<file path="src/rtl/dual_helix_pkg.sv">
`default_nettype none
// ============================================================================
// Module      : dual_helix_pkg
// Description : Shared AXI4-Lite / APB3 channel structs and bridge FSM types
//               used by the Peripheral Link APB bridges.
// Revision    : 1.0 - initial release
// ============================================================================
package dual_helix_pkg;

    // AXI4-Lite master-to-slave signals (AW, W, B ready, AR, R ready)
    typedef struct packed {
        logic        aw_valid;
        logic [31:0] aw_addr;
        logic [2:0]  aw_prot;
        logic        w_valid;
        logic [31:0] w_data;
        logic [3:0]  w_strb;
        logic        b_ready;
        logic        ar_valid;
        logic [31:0] ar_addr;
        logic [2:0]  ar_prot;
        logic        r_ready;
    } dhs_axil_req_t;

    // AXI4-Lite slave-to-master signals (AW/W/AR ready, B and R channels)
    typedef struct packed {
        logic        aw_ready;
        logic        w_ready;
        logic        b_valid;
        logic [1:0]  b_resp;
        logic        ar_ready;
        logic        r_valid;
        logic [31:0] r_data;
        logic [1:0]  r_resp;
    } dhs_axil_resp_t;

    // APB3 master outputs
    typedef struct packed {
        logic [31:0] paddr;
        logic [2:0]  pprot;
        logic        psel;
        logic        penable;
        logic        pwrite;
        logic [31:0] pwdata;
        logic [3:0]  pstrb;
    } dhs_apb_req_t;

    // APB3 target responses
    typedef struct packed {
        logic        pready;
        logic [31:0] prdata;
        logic        pslverr;
    } dhs_apb_resp_t;

    typedef enum logic [1:0] {
        BR_IDLE   = 2'd0,
        BR_SETUP  = 2'd1,
        BR_ACCESS = 2'd2,
        BR_RESP   = 2'd3
    } dhs_apb_br_state_e;

    // Direction of the most recent grant, used for read/write alternation
    typedef enum logic {
        BR_DIR_READ  = 1'b0,
        BR_DIR_WRITE = 1'b1
    } dhs_apb_br_dir_e;

    localparam logic [1:0]  DHS_AXI_RESP_OKAY     = 2'b00;
    localparam logic [1:0]  DHS_AXI_RESP_SLVERR   = 2'b10;
    localparam logic [31:0] DHS_APB_TIMEOUT_RDATA = 32'hDEAD_BEEF;

endpackage
`default_nettype wire

</file>
<file path="src/rtl/dhs_axil_to_apb_bridge.sv">
`default_nettype none
// ============================================================================
// Module      : dhs_axil_to_apb_bridge
// Description : Single-outstanding AXI4-Lite slave to APB3 master bridge.
//               Serialises reads and writes into APB SETUP/ACCESS phases and
//               returns PSLVERR as AXI SLVERR. Contested read/write requests
//               are granted alternately.
//               Optional macro DHS_APB_TIMEOUT_EN adds an ACCESS-phase
//               watchdog that aborts a transfer after TIMEOUT_CYCLES cycles.
// Revision    : 1.0 - initial release
// ============================================================================
module dhs_axil_to_apb_bridge
    import dual_helix_pkg::*;
#(
    parameter int unsigned TIMEOUT_CYCLES = 256
) (
    input  logic           clk_i,
    input  logic           rst_ni,
    input  dhs_axil_req_t  axil_req_i,
    output dhs_axil_resp_t axil_resp_o,
    output dhs_apb_req_t   apb_req_o,
    input  dhs_apb_resp_t  apb_resp_i
);

    if (TIMEOUT_CYCLES < 2) begin : g_timeout_range_check
        $error("TIMEOUT_CYCLES must be at least 2");
    end

    dhs_apb_br_state_e state_q,    state_d;
    dhs_apb_br_dir_e   rr_last_q,  rr_last_d;
    logic              is_write_q, is_write_d;
    logic [31:0]       addr_q,     addr_d;
    logic [2:0]        prot_q,     prot_d;
    logic [31:0]       wdata_q,    wdata_d;
    logic [3:0]        strb_q,     strb_d;
    logic [31:0]       rdata_q,    rdata_d;
    logic [1:0]        resp_q,     resp_d;

    logic wr_cand;
    logic rd_cand;
    logic grant_wr;
    logic grant_rd;

`ifdef DHS_APB_TIMEOUT_EN
    localparam logic [15:0] TMO_LAST = 16'(TIMEOUT_CYCLES - 1);
    logic [15:0] tmo_cnt_q, tmo_cnt_d;
`endif

    // A write needs address and data together; a lone AW or W never blocks reads
    assign wr_cand = axil_req_i.aw_valid && axil_req_i.w_valid;
    assign rd_cand = axil_req_i.ar_valid;

    // Next-state, arbitration and capture logic
    always_comb begin
        state_d    = state_q;
        rr_last_d  = rr_last_q;
        is_write_d = is_write_q;
        addr_d     = addr_q;
        prot_d     = prot_q;
        wdata_d    = wdata_q;
        strb_d     = strb_q;
        rdata_d    = rdata_q;
        resp_d     = resp_q;
        grant_wr   = 1'b0;
        grant_rd   = 1'b0;
`ifdef DHS_APB_TIMEOUT_EN
        tmo_cnt_d  = '0;
`endif
        case (state_q)
            BR_IDLE: begin
                if (wr_cand && rd_cand) begin
                    grant_rd = (rr_last_q == BR_DIR_WRITE);
                    grant_wr = (rr_last_q == BR_DIR_READ);
                end else begin
                    grant_wr = wr_cand;
                    grant_rd = rd_cand;
                end
                if (grant_wr) begin
                    is_write_d = 1'b1;
                    addr_d     = axil_req_i.aw_addr;
                    prot_d     = axil_req_i.aw_prot;
                    wdata_d    = axil_req_i.w_data;
                    strb_d     = axil_req_i.w_strb;
                    rr_last_d  = BR_DIR_WRITE;
                    state_d    = BR_SETUP;
                end else if (grant_rd) begin
                    is_write_d = 1'b0;
                    addr_d     = axil_req_i.ar_addr;
                    prot_d     = axil_req_i.ar_prot;
                    wdata_d    = '0;
                    strb_d     = '0;
                    rr_last_d  = BR_DIR_READ;
                    state_d    = BR_SETUP;
                end
            end
            BR_SETUP: begin
                state_d = BR_ACCESS;
            end
            BR_ACCESS: begin
`ifdef DHS_APB_TIMEOUT_EN
                tmo_cnt_d = tmo_cnt_q + 16'd1;
`endif
                if (apb_resp_i.pready) begin
                    rdata_d = apb_resp_i.prdata;
                    resp_d  = apb_resp_i.pslverr ? DHS_AXI_RESP_SLVERR : DHS_AXI_RESP_OKAY;
                    state_d = BR_RESP;
                end
`ifdef DHS_APB_TIMEOUT_EN
                else if (tmo_cnt_q == TMO_LAST) begin
                    // Abandon the target; any pready arriving later is never sampled
                    rdata_d = DHS_APB_TIMEOUT_RDATA;
                    resp_d  = DHS_AXI_RESP_SLVERR;
                    state_d = BR_RESP;
                end
`endif
            end
            BR_RESP: begin
                if (is_write_q ? axil_req_i.b_ready : axil_req_i.r_ready) begin
                    state_d = BR_IDLE;
                end
            end
            default: begin
                state_d = BR_IDLE;
            end
        endcase
    end

    // State and capture registers; reset aborts any transfer in flight
    always_ff @(posedge clk_i or negedge rst_ni) begin
        if (!rst_ni) begin
            state_q    <= BR_IDLE;
            rr_last_q  <= BR_DIR_WRITE;
            is_write_q <= 1'b0;
            addr_q     <= '0;
            prot_q     <= '0;
            wdata_q    <= '0;
            strb_q     <= '0;
            rdata_q    <= '0;
            resp_q     <= '0;
        end else begin
            state_q    <= state_d;
            rr_last_q  <= rr_last_d;
            is_write_q <= is_write_d;
            addr_q     <= addr_d;
            prot_q     <= prot_d;
            wdata_q    <= wdata_d;
            strb_q     <= strb_d;
            rdata_q    <= rdata_d;
            resp_q     <= resp_d;
        end
    end

`ifdef DHS_APB_TIMEOUT_EN
    // ACCESS-phase cycle counter, held at zero outside ACCESS
    always_ff @(posedge clk_i or negedge rst_ni) begin
        if (!rst_ni) begin
            tmo_cnt_q <= '0;
        end else begin
            tmo_cnt_q <= tmo_cnt_d;
        end
    end
`endif

    // Output decode: APB fields come straight from the capture registers
    always_comb begin
        axil_resp_o          = '0;
        axil_resp_o.aw_ready = grant_wr;
        axil_resp_o.w_ready  = grant_wr;
        axil_resp_o.ar_ready = grant_rd;
        axil_resp_o.b_valid  = (state_q == BR_RESP) && is_write_q;
        axil_resp_o.b_resp   = resp_q;
        axil_resp_o.r_valid  = (state_q == BR_RESP) && !is_write_q;
        axil_resp_o.r_data   = rdata_q;
        axil_resp_o.r_resp   = resp_q;

        apb_req_o            = '0;
        apb_req_o.paddr      = addr_q;
        apb_req_o.pprot      = prot_q;
        apb_req_o.psel       = (state_q == BR_SETUP) || (state_q == BR_ACCESS);
        apb_req_o.penable    = (state_q == BR_ACCESS);
        apb_req_o.pwrite     = is_write_q;
        apb_req_o.pwdata     = wdata_q;
        apb_req_o.pstrb      = strb_q;
    end

endmodule
`default_nettype wire

</file>
<file path="config.mk">
export PLATFORM = sky130hd
export DESIGN_NAME = dhs_axil_to_apb_bridge
export DESIGN_NICKNAME = d
export VERILOG_FILES = /design/src/rtl/dual_helix_pkg.sv /design/src/rtl/dhs_axil_to_apb_bridge.sv
export SDC_FILE = /design/constraint.sdc
export NUM_CORES = 1
export LEC_CHECK = 0
export BUFFER_PORTS_ARGS = -buffer_cell sky130_fd_sc_hd__buf_2
export CAP_MARGIN = 10
export CORE_ASPECT_RATIO = 1.25
export CORE_MARGIN = 2
export CORE_UTILIZATION = 30
export CTS_CLUSTER_SIZE = 8
export DETAILED_ROUTE_END_ITERATION = 8
export PLACE_DENSITY = 0.67
export SLEW_MARGIN = 10
export SYNTH_ARGS = -nofsm -noshare
export SYNTH_HDL_FRONTEND = slang
export SYNTH_SLANG_ARGS = --single-unit
</file>
<file path="constraint.sdc">
create_clock -name clk_i -period 4.3 [get_ports clk_i]
set_input_delay 0.645 -clock clk_i [delete_from_list [all_inputs] [get_ports clk_i]]
set_output_delay 0.645 -clock clk_i [all_outputs]
set_load 0.01 [all_outputs]
</file>
==> results_tabular.tex <==
\begin{tabular}{lr}
\hline
Metric & Value \\
\hline
\multicolumn{2}{l}{\textbf{Job}} \\
\quad Max-cap violation count & 0 \\
\multicolumn{2}{l}{\textbf{Finish}} \\
\quad Antenna cell count & 0 \\
\quad Final std cells w/o fill & 808 \\
\quad Share of post-route cells with drive strength above 1 & between 50 and 60\% \\
\quad Net total in the final layout & between 700 and 800 \\
\quad Count of filler cells inserted in the layout & $\sim$1.5k \\
\quad Synth-to-Final Area Change & 35.0\% \\
\multicolumn{2}{l}{\textbf{Run status}} \\
\quad Result of the run & complete, no violations \\
\multicolumn{2}{l}{\textbf{CTS}} \\
\quad Post-CTS Resized & 0 \\
\quad Clock tree from TritonCTS & done \\
\quad Total clock sinks & roughly 110 \\
\quad CTS H-tree depth & 3 \\
\quad Post-CTS setup buffer count & 0 \\
\quad Clock latency on the worst-skew pair & $\sim$0.35 ns \\
\quad Clock Pin Slew Worst Setup and Hold Paths & about 0.07 ns \\
\quad Number of CTS-inserted buffers & 9 \\
\quad Library cell used as clock root buffer & clkbuf\_16 \\
\quad Bufs on Longest Clock Path & 2 \\
\quad Number of hold buffers added after CTS & 0 \\
\multicolumn{2}{l}{\textbf{Detailed routing}} \\
\quad Detailed router's first-iteration violation count & 220 \\
\quad Count of TritonRoute iterations in the first routing pass & 4 \\
\quad Vias per inst & approximately 4.9 \\
\quad Total number of vias & 3990 \\
\quad Antenna-violating nets left & 0 \\
\quad WL/cell & about 16 um \\
\quad Final WL & 12.6 mm \\
\quad Count of unresolved DRC violations after routing & 0 \\
\multicolumn{2}{l}{\textbf{Yosys}} \\
\quad Total of flip-flops plus latches after synthesis & 108 \\
\quad Netlist Area Pre-Place & 0.00459 mm2 \\
\quad Sequential cell area fraction in the yosys report & $\sim$59\% \\
\quad Count of distinct cell types in the synthesized netlist & 24 \\
\quad Synthesized area per cell & 11.8 um2 \\
\quad Number of standard cells after synthesis & 389 \\
\quad Warning count from the yosys run & 0 \\
\multicolumn{2}{l}{\textbf{Power and ir drop}} \\
\quad Areal power density over the cells & slightly below 700 mW/mm2 \\
\quad Logic gate share of total power & approximately two fifths \\
\quad IR Drop Worst-Case VDD & approximately 0.26 mV \\
\quad Switching Share & between 30 and 40\% \\
\quad Int Pwr & around 0.0027 W \\
\quad Static leakage power & just over 3 nW \\
\quad Part of the power in the clock network & a little under a fifth \\
\quad Total Power & 0.00424 W \\
\quad Switching power total & between 0.0015 and 0.002 W \\
\quad Sequential power share & between 40 and 50\% \\
\multicolumn{2}{l}{\textbf{Timing}} \\
\quad Total count of hold-check failures in the final report & 0 \\
\quad Slew Limit Headroom & a little under a third \\
\quad Unrepaired setup endpoints after global routing & no \\
\quad Final-report setup violation count & 0 \\
\quad Fraction of the cycle the final worst path needs & slightly above 60\% \\
\quad Fin crit period & 2.66 ns \\
\quad Sum of negative setup slack & 0 ns \\
\quad Final setup slack of the worst path & roughly 1.6 ns \\
\quad Peak Freq & approximately 380 MHz \\
\quad Number of slew-limit violations in the final report & 0 \\
\quad Tightest Pin Transition & 1.03 ns \\
\quad Setup skew after layout & 0.00712 ns \\
\multicolumn{2}{l}{\textbf{Critical path}} \\
\quad Launching element of the worst setup path & axil\_req\_i[110] \\
\quad Category of the worst setup path capture point & primary output \\
\quad Critical Path End & axil\_resp\_o[39] \\
\quad Critical Path Source Type & primary input \\
\quad Start of the worst register-to-register path & state\_q[0] \\
\quad Required time worst endpoint & roughly 3.7 ns \\
\quad Reg-to-reg critical path endpoint & state\_q[1] \\
\quad Worst setup path category & in2out \\
\quad Top fanout value on the critical path & 40 \\
\quad Worst Reg-to-Reg Cells & 5 \\
\quad Worst reg-to-reg setup slack & between 2 and 2.5 ns \\
\quad Signal arrival time at the worst endpoint & $\sim$2 ns \\
\multicolumn{2}{l}{\textbf{Floorplanning}} \\
\quad Area enclosed by the die boundary & $\sim$0.016 mm2 \\
\quad Ports placed on the boundary & 262 \\
\quad Core outline area & approximately 0.015 mm2 \\
\quad Die outline width & 115 um \\
\quad Starting utilization of the core area & a little under a third \\
\quad Die Y-Extent & around 140 um \\
\quad Std cell rows & 50 \\
\multicolumn{2}{l}{\textbf{Place}} \\
\quad \# port buffers & 259 \\
\quad Estimated wirelength of the detail-placed design & between 9 and 10 mm \\
\quad Post-Place Worst Slack & between 1.5 and 2 ns \\
\quad RePlAce Congestion & between 0.7 and 0.8 \\
\quad Cell total after placement & about 800 \\
\multicolumn{2}{l}{\textbf{GRT}} \\
\quad Congestion Overflow GR & 0 \\
\quad Pin count of the biggest net entering global routing & between 80 and 90 \\
\quad Vias in the first global route & 3843 \\
\quad Global-route wire length before repair & $\sim$19 mm \\
\quad Antenna violations before repair & 0 \\
\quad All-Layer GR Usage & about 15\% \\
\multicolumn{2}{l}{\textbf{Min path}} \\
\quad Hold/Removal Path Class & in2async \\
\hline
\end{tabular}
[power groups by stage]
stage | Combinational (W) | Sequential (W) | Clock, W
after floorplan | 0.000856 | 0.00193 | 0
after global placement | 0.00174 | 0.00171 | 0
after detailed placement | 0.00177 | 0.00172 | 0
after CTS | 0.00177 | 0.00171 | 0.000831
after global routing | 0.00191 | 0.00176 | 0.000872
final | 0.00174 | 0.00171 | 0.000800
[Yosys cell counts, drive strengths merged]
library cell    n  area [um2]
dfrtp         107        2680
a21oi          37         185
a22o           36         315
a31oi          35         219
nand3          35         175
o21ai          35         175
mux2           34         383
buf            27         195
clkbuf         18        67.6
and2            4        25.0
nand2           4        15.0
a21o            3        22.5
ha              3        37.5
inv             2        7.51
nor2b           2        12.5
a211oi          1        7.51
a221o           1        10.0
and3            1        11.3
conb            1        3.75
dfstp           1        26.3
mux2i           1        10.0
o211a           1        10.0
[worst min-delay path by stage]
stage	startpoint	end	slack [ns]	cells after the start
finish	rst_ni	rdata_q[20]	0.49	1
detailed placement	wdata_q[12]	wdata_q[12]	0.48	1
floorplan	rst_ni	addr_q[0]	0.35	0
global placement	wdata_q[23]	wdata_q[23]	0.48	1
global route	wdata_q[18]	wdata_q[18]	0.50	1
CTS	wdata_q[1]	wdata_q[1]	0.50	1
[flip-flops by register name, indices dropped and copies added, names as in the netlist]
name,cells
state_q,2
rdata_q,32
is_write_q,1
addr_q,32
rr_last_q,1
wdata_q,32
resp_q,1
strb_q,4
prot_q,3
[worst max-delay path, cell delays in order]
cell	delay (ns)
buf_2	0.11
and2_1	0.12
buf_4	0.33
and3_4	0.56
buf_2	0.22
[cells in the final DEF (no fill, tap or decap), types with 2 or more instances in the layout]
cell type and count:
clkbuf_16 9, mux2_2 34, nand2_1 4, a22o_1 36
conb_1 2, a31oi_1 35, nand3_1 35, nor2b_1 2
and2_1 3, clkbuf_1 2, dfrtp_1 107, a21o_1 3
buf_4 8, ha_1 3, inv_1 2, o21ai_0 35
a21oi_1 37, buf_2 258
[metrics by stage]
stage               util, %  hold slack (ns)  instance area (um2)
global placement       39.5            0.479                 5910
CTS                    41.4            0.498                 6200
global route           41.4            0.503                 6200
floorplan                 -            0.349                 4600
detailed placement     39.5            0.477                 5910
finish                 41.4            0.485                 6200
[layer usage]
| metal | share of wire, % | GRT usage, % | wire length [um] | vias to the layer above |
|---|---|---|---|---|
| met3 | 7.9 | 3.79 | 1000 | 24 |
| met2 | 49 | 24.9 | 6170 | 203 |
| met1 | 41 | 18.2 | 5130 | 1862 |
| li1 | - | - | - | 1901 |
| met4 | 2.7 | 7.77 | 347 | 0 |
| met5 | 0 | 0 | 0 | - |
[kinds of logic (layout without fill, tap and decap cells)]
group	count (synthesis)	after routing	share of synthesized area, %
AOI/OAI and AO/OA	149	149	20.6
adders and majority gates	3	3	0.818
buffers and inverters	47	283	5.89
DFF	108	108	58.9
muxes	35	35	8.56
other	1	2	0.0817
and+or+nand+nor	46	46	5.20
[area by class of cell]
type                       count  area [um2]  area share, %
clock buffer                  11         233           3.76
timing repair buffer         266        1350           21.8
inverter                       2        7.51          0.121
tap                          182         228           3.67
clock inverter                 4        51.3          0.828
multi-input combinational    235        1620           26.2
sequential                   108        2700           43.6
Note: power is estimated with default switching activity, not from simulation.
